===== src/rtl/sccomp_ahb_mux.sv =====
// AHB-Lite data-phase response mux with a built-in default slave.
// Unmapped active transfers get a two-cycle ERROR response, and the faulting address is latched.
module sccomp_ahb_mux #(
  parameter int unsigned NSLV = 3
) (
  input  logic            HCLK,
  input  logic            HRESET,
  input  logic [NSLV-1:0] HSEL,
  input  logic [31:0]     HADDR,
  input  logic [1:0]      HTRANS,
  input  logic [31:0]     HRDATA0,
  input  logic [31:0]     HRDATA1,
  input  logic [31:0]     HRDATA2,
  input  logic [NSLV-1:0] HREADYOUT,
  input  logic [NSLV-1:0] HRESP_S,
  output logic [31:0]     HRDATA,
  output logic            HREADY,
  output logic            HRESP,
  output logic            BUS_ERR,
  output logic [31:0]     ERR_ADDR
);

  typedef enum logic [1:0] {StIdle, StErr1, StErr2} state_e;

  state_e          state_q, state_d;
  logic [NSLV-1:0] sel_q, sel_d, sel_low;
  logic [31:0]     err_addr_q, err_addr_d;
  logic [31:0]     rdata_vec [NSLV];
  logic            active, unmapped;

  assign active   = HTRANS[1];
  assign unmapped = active && (HSEL == '0);

  for (genvar g = 0; g < NSLV; g++) begin : g_rdata
    if (g == 0) begin : g_s0
      assign rdata_vec[g] = HRDATA0;
    end else if (g == 1) begin : g_s1
      assign rdata_vec[g] = HRDATA1;
    end else if (g == 2) begin : g_s2
      assign rdata_vec[g] = HRDATA2;
    end else begin : g_none
      assign rdata_vec[g] = '0;
    end
  end

  // Reduce an illegal multi-hot select to its lowest set bit.
  always_comb begin
    sel_low = '0;
    for (int k = NSLV - 1; k >= 0; k--) begin
      if (HSEL[k]) begin
        sel_low    = '0;
        sel_low[k] = 1'b1;
      end
    end
  end

  // ERR1 is the only state that drives HREADY low on its own, so every other state samples
  // the address phase whenever the bus is ready.
  always_comb begin
    state_d    = state_q;
    sel_d      = sel_q;
    err_addr_d = err_addr_q;
    case (state_q)
      StErr1: state_d = StErr2;
      default: begin
        if (HREADY) begin
          sel_d = active ? sel_low : '0;
          if (unmapped) begin
            state_d    = StErr1;
            err_addr_d = HADDR;
          end else begin
            state_d = StIdle;
          end
        end
      end
    endcase
  end

  always_comb begin
    HRDATA  = '0;
    HREADY  = 1'b1;
    HRESP   = 1'b0;
    BUS_ERR = 1'b0;
    case (state_q)
      StErr1: begin
        HREADY = 1'b0;
        HRESP  = 1'b1;
      end
      StErr2: begin
        HRESP   = 1'b1;
        BUS_ERR = 1'b1;
      end
      default: begin
        for (int k = 0; k < NSLV; k++) begin
          if (sel_q[k]) begin
            HRDATA = rdata_vec[k];
            HREADY = HREADYOUT[k];
            HRESP  = HRESP_S[k];
          end
        end
      end
    endcase
  end

  assign ERR_ADDR = err_addr_q;

  always_ff @(posedge HCLK or posedge HRESET) begin
    if (HRESET) begin
      state_q    <= StIdle;
      sel_q      <= '0;
      err_addr_q <= '0;
    end else begin
      state_q    <= state_d;
      sel_q      <= sel_d;
      err_addr_q <= err_addr_d;
    end
  end

endmodule


===== config.mk =====
export PLATFORM = sky130hd
export DESIGN_NAME = sccomp_ahb_mux
export DESIGN_NICKNAME = d
export VERILOG_FILES = /design/src/rtl/sccomp_ahb_mux.sv
export SDC_FILE = /design/constraint.sdc
export NUM_CORES = 1
export LEC_CHECK = 0
export CAP_MARGIN = 20
export CORE_MARGIN = 3
export CORE_UTILIZATION = 33
export DETAILED_ROUTE_END_ITERATION = 8
export GPL_TIMING_DRIVEN = 1
export PLACE_DENSITY = 0.82
export SLEW_MARGIN = 30
export SYNTH_ARGS = -nofsm -noshare
export SYNTH_HDL_FRONTEND = slang
export SYNTH_SLANG_ARGS = --single-unit

===== constraint.sdc =====
create_clock -name HCLK -period 3.1 [get_ports HCLK]
set_clock_uncertainty 0.05 [all_clocks]
set_input_delay 0.62 -clock HCLK [delete_from_list [all_inputs] [get_ports HCLK]]
set_output_delay 0.62 -clock HCLK [all_outputs]
set_load 0.03 [all_outputs]

# Yosys cells after proc, flatten, opt, wreduce, memory -nomap -nowiden
# Cells that the tools add are included.
# word_totals
out_inout_bits,67
regBits,37
elab_cells,32
# classes
n_bitwise,1
mux,20
n_eq_ne,2
reduce_logical,6
# op_table
cell,count
$mux W32,4
$mux W3,4
$mux W1,9
$mux W2,2
$logic_not A3 Y1,1
$reduce_and A3 Y1,1
$eq A2 B1 Y1 const B,1
$eq A2 B2 Y1 const B,1
$pmux W1 S2,1
$reduce_and A2 Y1,1
$reduce_bool A2 Y1,1
$reduce_or A2 Y1,1
$logic_and A1 B1 Y1,1
$not A1 Y1,1

# Logic depth before layout (Yosys ltp)
# Gate-level depths: netlist (run 1).
# depth
ltp_word,6
depth_mapped,8

# Worst setup path before layout (run 1)
# OpenSTA, ideal clock, no wires.
# synth_path
kind,reg-to-output
start,register sel_q[1]
end,output port HRESP
t_required_ns,2.430
n_path_buf,3
path_stages_with_launch,7
setup_slack_ns,0.756
arrival_time_ns,1.674
path_cell_list,dfrtp_1 > buf_6 > nor2b_1 > clkbuf_1 > clkbuf_1 > a22oi_1 > o211ai_1
# synth_between
elab_chain_len,3
# synth_lines
item,line_no,source
start: declaration,26,"logic [NSLV-1:0] sel_q, sel_d, sel_low;"
start signal: assignment,114,sel_q <= sel_d;
$mux W1 (2 in series),95,if (sel_q[k]) begin
$mux W1,84,case (state_q)
end: declaration,18,"output logic HRESP,"
# No other way between the ends.

# Worst setup path after layout (run 1)
# layout_path
start,register sel_q[1]
end,output port HRDATA[25]
# layout_between
elab_chain_len,3
# layout_lines
item,line_no,source
$mux W32 (2 in series),95,
$mux W32,84,
end: declaration,16,"output logic [31:0] HRDATA,"
# No other way between the ends.

==> impl_results.md, run 1 <==
* Register bit count reported by yosys at 37
* CTS Buffer Depth at 2
* DP Cell Count at 542
* Worst slew margin at ~62%
* Synth Cell Area at 2490 um2
* Syn_nets at approximately 400
* Status: completed
* Cells along the critical path: buf_4, nor2b_2, a22oi_1, o21ai_0, and2_1, clkdlybuf4s50_1
* Reg2reg path depth at 8
* Mean Syn Cell Area at ~10 um2
* Die area at 8620 um2
* VDD IR max at ~0.64 mV
* Internal at between 2000 and 3000 uW
* Clk pwr share at 6.8%
* Residual DRC at 0
* NetSw at approximately 2300 uW
* Count of final setup violators at 0
* Max incr delay on CP at 0.67 ns
* Max-cap violations at 0
* Fraction of layout cells with a size suffix above 1 at 18.4%
* GP Congestion at 0.741
* Power per cell area at about 1000 nW/um2
* Layout Utilization at 63.7%
* Number of flops mapped to enable cells by yosys at 0
* IO Port Bufs at 206
* Hold worst-path end: ERR_ADDR[24]
* Unrepaired setup endpoints after global routing: false
* Final Routed Wirelength at 8.87 mm
* Filler Cells Inserted at 587
* Die Wd at 92.9 um
* DPL Wire Length at roughly 7.1 mm
* Final hold vios at 0
* Layout area overhead at 86.5%
* Die H at 92.9 um
* WP data arrival at 2.22 ns
* First-pass GRT wire length at 14.0 mm
* CTS tree: done
* Vias per inst at between 4 and 5
* Clk root buf: clkbuf_8
* Core region area at 7290 um2
* WHS Path Cells at 1
* Achievable Freq at roughly 350 MHz
* Initial antenna violation count at 0
* Max Fanout on Critical Path at 11
* Ys flop type: dfrtp_1
* Crit path max-delay family: buffers and inverters
* WP buf/inv at 2
* Clock sink count at 37
* Critical Setup Path Class: register to output pin
* Non-Filler Instances at 549
* Worst hold path class: register to register
* Least-Margin Pin Slew at 0.569 ns
* TritonRoute pass-1 iters at 4
* Worst setup SP type: register
* Number of DRC markers in iteration 0 at 96
* Remaining Overflow, GRT at 0
* Final nets at 593
* Hold WS at 0.455 ns
* Post-layout min period at 2.89 ns
* Most frequent cells in the layout: clkdlybuf4s50_1 (175), buf_4 (38), dfrtp_1 (36)
* Setup TNS at 0 ns
* Num CTS Buffers at 5
* I/O Pins at 208
* Sequential group share of total power at 18.1%
* CTS H-tree lvls at 2
* # diodes at 0
* Worst reg2reg path endpoint: ERR_ADDR[18]
* HP Start: ERR_ADDR[24]
* Reg-to-Reg Start: state_q[0]
* Async S/R FF share, synth at 100%
* Largest net degree at the start of global routing at 35
* Vias in the first global route at around 2700
* Worst setup EP type: output pin
* R2r setup slk at 0.47 ns
* Leakage power at roughly 0.0020 uW
* Routed len/inst at 16.2 um
* Post-CTS Repair Setup Buffers at 0
* Gate power share at 75.0%
* Register area share after synthesis at 37.2%
* Starting Density at 34.1%
* Worst path required time at 2.43 ns
* Post-route ant nets at 0
* Cell Rows at 31
* CP max stage cell: clkdlybuf4s50_1
* GRT Total Usage at between 20% and 30%
* Switching share of total power at 48.2%
* Vias at 2620
* Mapped Cells at 250
* Clk_lat worst skew at 0.28 ns
* Slew Limit Fails at 0
* Synth cell types at 27
* Final Cycle Share at 93.2%
* Most common cell after layout, fill and taps aside: clkdlybuf4s50_1
* Synth warnings at 0
* Clock-pin transition on the worst setup and hold timing paths at 0.07 ns
cells by family after synthesis:
logic type | after synthesis | synth area share (%)
adders and majority gates | 2 | 1.00
AOI/OAI and AO/OA | 75 | 19.8
and+or+nand+nor | 77 | 16.5
muxes | 32 | 18.8
buffers and inverters | 27 | 6.63
DFF | 37 | 37.2
cells in the mapped netlist (2+ instances only):
master    count  area [um2]
dfrtp_1      37         926
o21ai_0      35         175
nand2_1      34         128
a22oi_1      33         248
and2_1       32         200
mux2_4       29         435
clkbuf_1     17        63.8
inv_1         4        15.0
o31ai_1       4        30.0
buf_12        3        60.1
mux2_2        3        33.8
buf_6         2        22.5
ha_1          2        25.0
nor2b_1       2        12.5
through the flow:
step | total power, uW | area [um2] | setup WS [ns]
after floorplan | 3130 | 2490 | 0.756
after global placement | 4500 | 4560 | 0.0695
after detailed placement | 4550 | 4560 | 0.0608
after CTS | 4910 | 4640 | 0.0359
after global routing | 5170 | 4640 | 0.0619
final | 4870 | 4640 | 0.211
layout make-up:
class	instances	area (um2)	share of cell area (%)
tap	99	124	2.67
timing repair buffer	216	2090	45.0
multi-input combinational	186	1400	30.2
clock buffer	7	86.3	1.86
sequential	37	927	20.0
inverter	4	15.0	0.323
sequential cells by signal, summed over array words and instances (netlist names):
register and count:
ERR_ADDR 32, sel_q 3, state_q 2
worst max path at each step:
stage | start | end | depth (start not counted)
final | sel_q[1] | HRDATA[25] | 6
after detailed placement | HREADYOUT[0] | HREADY | 5
after CTS | HREADYOUT[0] | HREADY | 5
after global routing | sel_q[1] | HRDATA[25] | 6
after floorplan | sel_q[1] | HRESP | 6
after global placement | HREADYOUT[0] | HREADY | 5
timing repair:
action / 4_1_cts / 5_1_grt
gates resized for setup: 0 / 1
endpoints found under the setup margin: 0 / 1
hold buffers: 0 / 0
metal layers:
| layer | wire length (um) | GRT usage, % | vias up | part of all wire [%] |
|---|---|---|---|---|
| met5 | 0 | 0 | - | 0 |
| met1 | 3470 | 24.5 | 1202 | 39 |
| met4 | 127 | 5.01 | 0 | 1.4 |
| met3 | 764 | 5.44 | 12 | 8.6 |
| met2 | 4510 | 35.4 | 126 | 51 |
| li1 | - | - | 1280 | - |
power groups by stage:
stage          clock, uW  sequential, uW  combinational [uW]
2_1_floorplan          0            1250                1870
4_1_cts              342             884                3680
3_3_place_gp           0             878                3620
3_5_place_dp           0             877                3680
5_1_grt              363             919                3890
6_report             333             882                3650
Note: power is estimated with default switching activity, not from simulation.
==> run 2: changes to the inputs <==
--- a/config.mk
+++ b/config.mk
@@ -5,7 +5,6 @@
 export SDC_FILE = /design/constraint.sdc
 export NUM_CORES = 1
 export LEC_CHECK = 0
-export CAP_MARGIN = 20
 export CORE_MARGIN = 3
 export CORE_UTILIZATION = 33
 export DETAILED_ROUTE_END_ITERATION = 8
==> constraint.sdc (replaced) <==
create_clock -name HCLK -period 3.1 [get_ports HCLK]
set_clock_uncertainty 0.05 [all_clocks]
set_input_delay 0.775 -clock HCLK [delete_from_list [all_inputs] [get_ports HCLK]]
set_output_delay 0.775 -clock HCLK [all_outputs]
set_load 0.03 [all_outputs]
==> impl_results.md, run 2 (same netlist as run 1, synthesis figures left out) <==
* Status: completed (unchanged)
* IO Port Bufs at 206 (unchanged)
* NetSw at 2350 uW (about the same)
* CP max stage cell: clkdlybuf4s50_1 (unchanged)
* GR Util met1 at 24.2% (was 24.5%)
* Slew Limit Fails at 0 (unchanged)
* VDD IR max at 0.668 mV (was 0.640 mV)
* Vias at 2610 (was 2620)
* Routed len/inst at 16.1 um (was 16.2 um)
* First-pass GRT wire length at 13.9 mm (was 14.0 mm)
* Final hold vios at 0 (unchanged)
* Most used routing layer: met2 (unchanged)
* Worst setup EP type: output pin (unchanged)
* GP Congestion at 0.763 (was 0.741)
* Most common cell after layout, fill and taps aside: clkdlybuf4s50_1 (unchanged)
* Post-layout min period at 2.89 ns (about the same)
* Reg2reg path depth at 7 (was 8)
* Leakage power at 0.00202 uW (was 0.00201 uW)
* Die H at 92.9 um (unchanged)
* Sequential group share of total power at 18.6% (was 18.1%)
* Cells along the critical path: clkdlybuf4s50_1, or3b_4, a311oi_4, inv_1, buf_4 (was buf_4, nor2b_2, a22oi_1, o21ai_0, and2_1, clkdlybuf4s50_1)
* Vias in the first global route at 2701 (was 2745)
* Least-Margin Pin Slew at 0.557 ns (was 0.569 ns)
* Core region area at 7290 um2 (unchanged)
* Achievable Freq at 345 MHz (was 346 MHz)
* TritonRoute pass-1 iters at 4 (unchanged)
* Number of flip-flops under the largest register name at 32 (unchanged)
* Internal at 2590 uW (was 2520 uW)
* Most frequent cells in the layout: clkdlybuf4s50_1 (172), buf_4 (40), dfrtp_1 (36) (was clkdlybuf4s50_1 (175), buf_4 (38), dfrtp_1 (36))
* Die area at 8620 um2 (unchanged)
* WP data arrival at 2.07 ns (was 2.22 ns)
* Final Power at 4930 uW (was 4870 uW)
* CTS H-tree lvls at 2 (unchanged)
* Unrepaired setup endpoints after global routing: false (unchanged)
* Vias per inst at 4.75 (was 4.77)
* Layout area overhead at 87.1% (was 86.5%)
* Die Wd at 92.9 um (unchanged)
* DPL Wire Length at 7.08 mm (was 7.09 mm)
* I/O Pins at 208 (unchanged)
* Max-cap violations at 0 (unchanged)
* Clk_lat worst skew at 0.29 ns (was 0.28 ns)
* Power per cell area at 1060 nW/um2 (was 1050 nW/um2)
* Clk root buf: clkbuf_8 (unchanged)
* Critical Setup Path Class: primary input to output pin (was register to output pin)
* GRT Total Usage at 20.2% (about the same)
* CTS Buffer Depth at 2 (unchanged)
* Clock-pin transition on the worst setup and hold timing paths at 0.07 ns (about the same)
* Max Fanout on Critical Path at 2 (was 11)
* Worst hold path class: register to register (unchanged)
* Gate power share at 72.7% (was 75.0%)
* DP Cell Count at 541 (was 542)
* Remaining Overflow, GRT at 0 (unchanged)
* Worst path required time at 2.27 ns (was 2.43 ns)
* Worst reg2reg path endpoint: ERR_ADDR[4] (was ERR_ADDR[18])
* Final nets at 592 (was 593)
* Crit path launch: HREADYOUT[0] (was sel_q[1])
* Clk pwr share at 8.8% (was 6.8%)
* GR Util met2 at 34.9% (was 35.4%)
* Fraction of layout cells with a size suffix above 1 at 19.3% (was 18.4%)
* Clock sink count at 37 (unchanged)
* Cell Rows at 31 (unchanged)
* Post-CTS Repair Setup Buffers at 0 (unchanged)
* Setup TNS at 0 ns (unchanged)
* # diodes at 0 (unchanged)
* Final Routed Wirelength at 8.84 mm (was 8.87 mm)
* Worst setup SP type: primary input (was register)
* CP Capture Point: HREADY (was HRDATA[25])
* Largest net degree at the start of global routing at 40 (was 35)
* Starting Density at 34.1% (unchanged)
* Count of final setup violators at 0 (unchanged)
* Number of DRC markers in iteration 0 at 54 (was 96)
* Filler Cells Inserted at 600 (was 587)
* Grt met3 use at 6.90% (was 5.44%)
* Post-CTS Hold Fix Bufs at 0 (unchanged)
* Switching share of total power at 47.6% (was 48.2%)
* Max incr delay on CP at 0.41 ns (was 0.67 ns)
* Post-CTS sizing at 1 (was 0)
* Post-route ant nets at 0 (unchanged)
* Final Cycle Share at 93.4% (was 93.2%)
* Reg-to-Reg Start: sel_q[1] (was state_q[0])
* CTS tree: done (unchanged)
* Initial antenna violation count at 0 (unchanged)
* Num CTS Buffers at 5 (unchanged)
* Non-Filler Instances at 549 (unchanged)
* R2r setup slk at 0.56 ns (was 0.47 ns)
* Residual DRC at 0 (unchanged)
* Worst slew margin at 62.8% (was 62.0%)
run 2: cell types whose count changed in the layout (fill, tap and decap cells not counted):
cell	change
buf_4	+2
bufinv_16	+1
clkbuf_1	-1
clkdlybuf4s50_1	-3
clkinvlp_4	+1
dlygate4sd2_1	+1
dlymetal6s2s_1	-1
run 2: worst min-delay path by stage:
stage	start	end	slack (ns)	cells after the start
finish	ERR_ADDR[16]	ERR_ADDR[16]	0.46	1
global route	ERR_ADDR[17]	ERR_ADDR[17]	0.49	1
floorplan	state_q[1]	state_q[1]	0.43	1
global placement	state_q[1]	state_q[1]	0.44	1
CTS	ERR_ADDR[16]	ERR_ADDR[16]	0.47	1
detailed placement	ERR_ADDR[20]	ERR_ADDR[20]	0.45	1
run 2: worst max-delay path, delay by kind of cell:
kind / cells / cell delay, ns
AOI/OAI and AO/OA: 1 / 0.24
buffers and inverters: 3 / 0.68
and+or+nand+nor: 1 / 0.38
run 2: power by group through the flow:
stage	Sequential [uW]	Combinational (uW)	Clock (uW)
2_1_floorplan	1250	1870	0
6_report	916	3580	433
4_1_cts	920	3620	442
3_5_place_dp	915	3620	0
5_1_grt	960	3830	469
3_3_place_gp	911	3590	0
run 2: metrics by stage:
step	worst slack (ns)	hold WS, ns	util (%)	instance area [um2]
CTS	0.199	0.466	63.9	4660
global route	0.145	0.490	63.9	4660
global placement	0.0119	0.438	62.3	4540
detailed placement	0.0103	0.446	62.3	4540
floorplan	0.582	0.426	-	2490
finish	0.205	0.462	63.9	4660
run 2: final cells by class:
class	instances	area, um2	share of cell area [%]
clock buffer	6	82.6	1.77
clock inverter	2	37.5	0.806
tap	99	124	2.66
timing repair buffer	215	2070	44.4
multi-input combinational	186	1400	30.1
sequential	37	927	19.9
inverter	4	15.0	0.322
run 2: per-layer routing:
metal  wire (um)  vias up  part of all wire, %
met1        3420     1202                   39
li1            -     1279                    -
met5           0        -                    0
met3         798       12                  9.0
met2        4500      117                   51
met4         123        0                  1.4
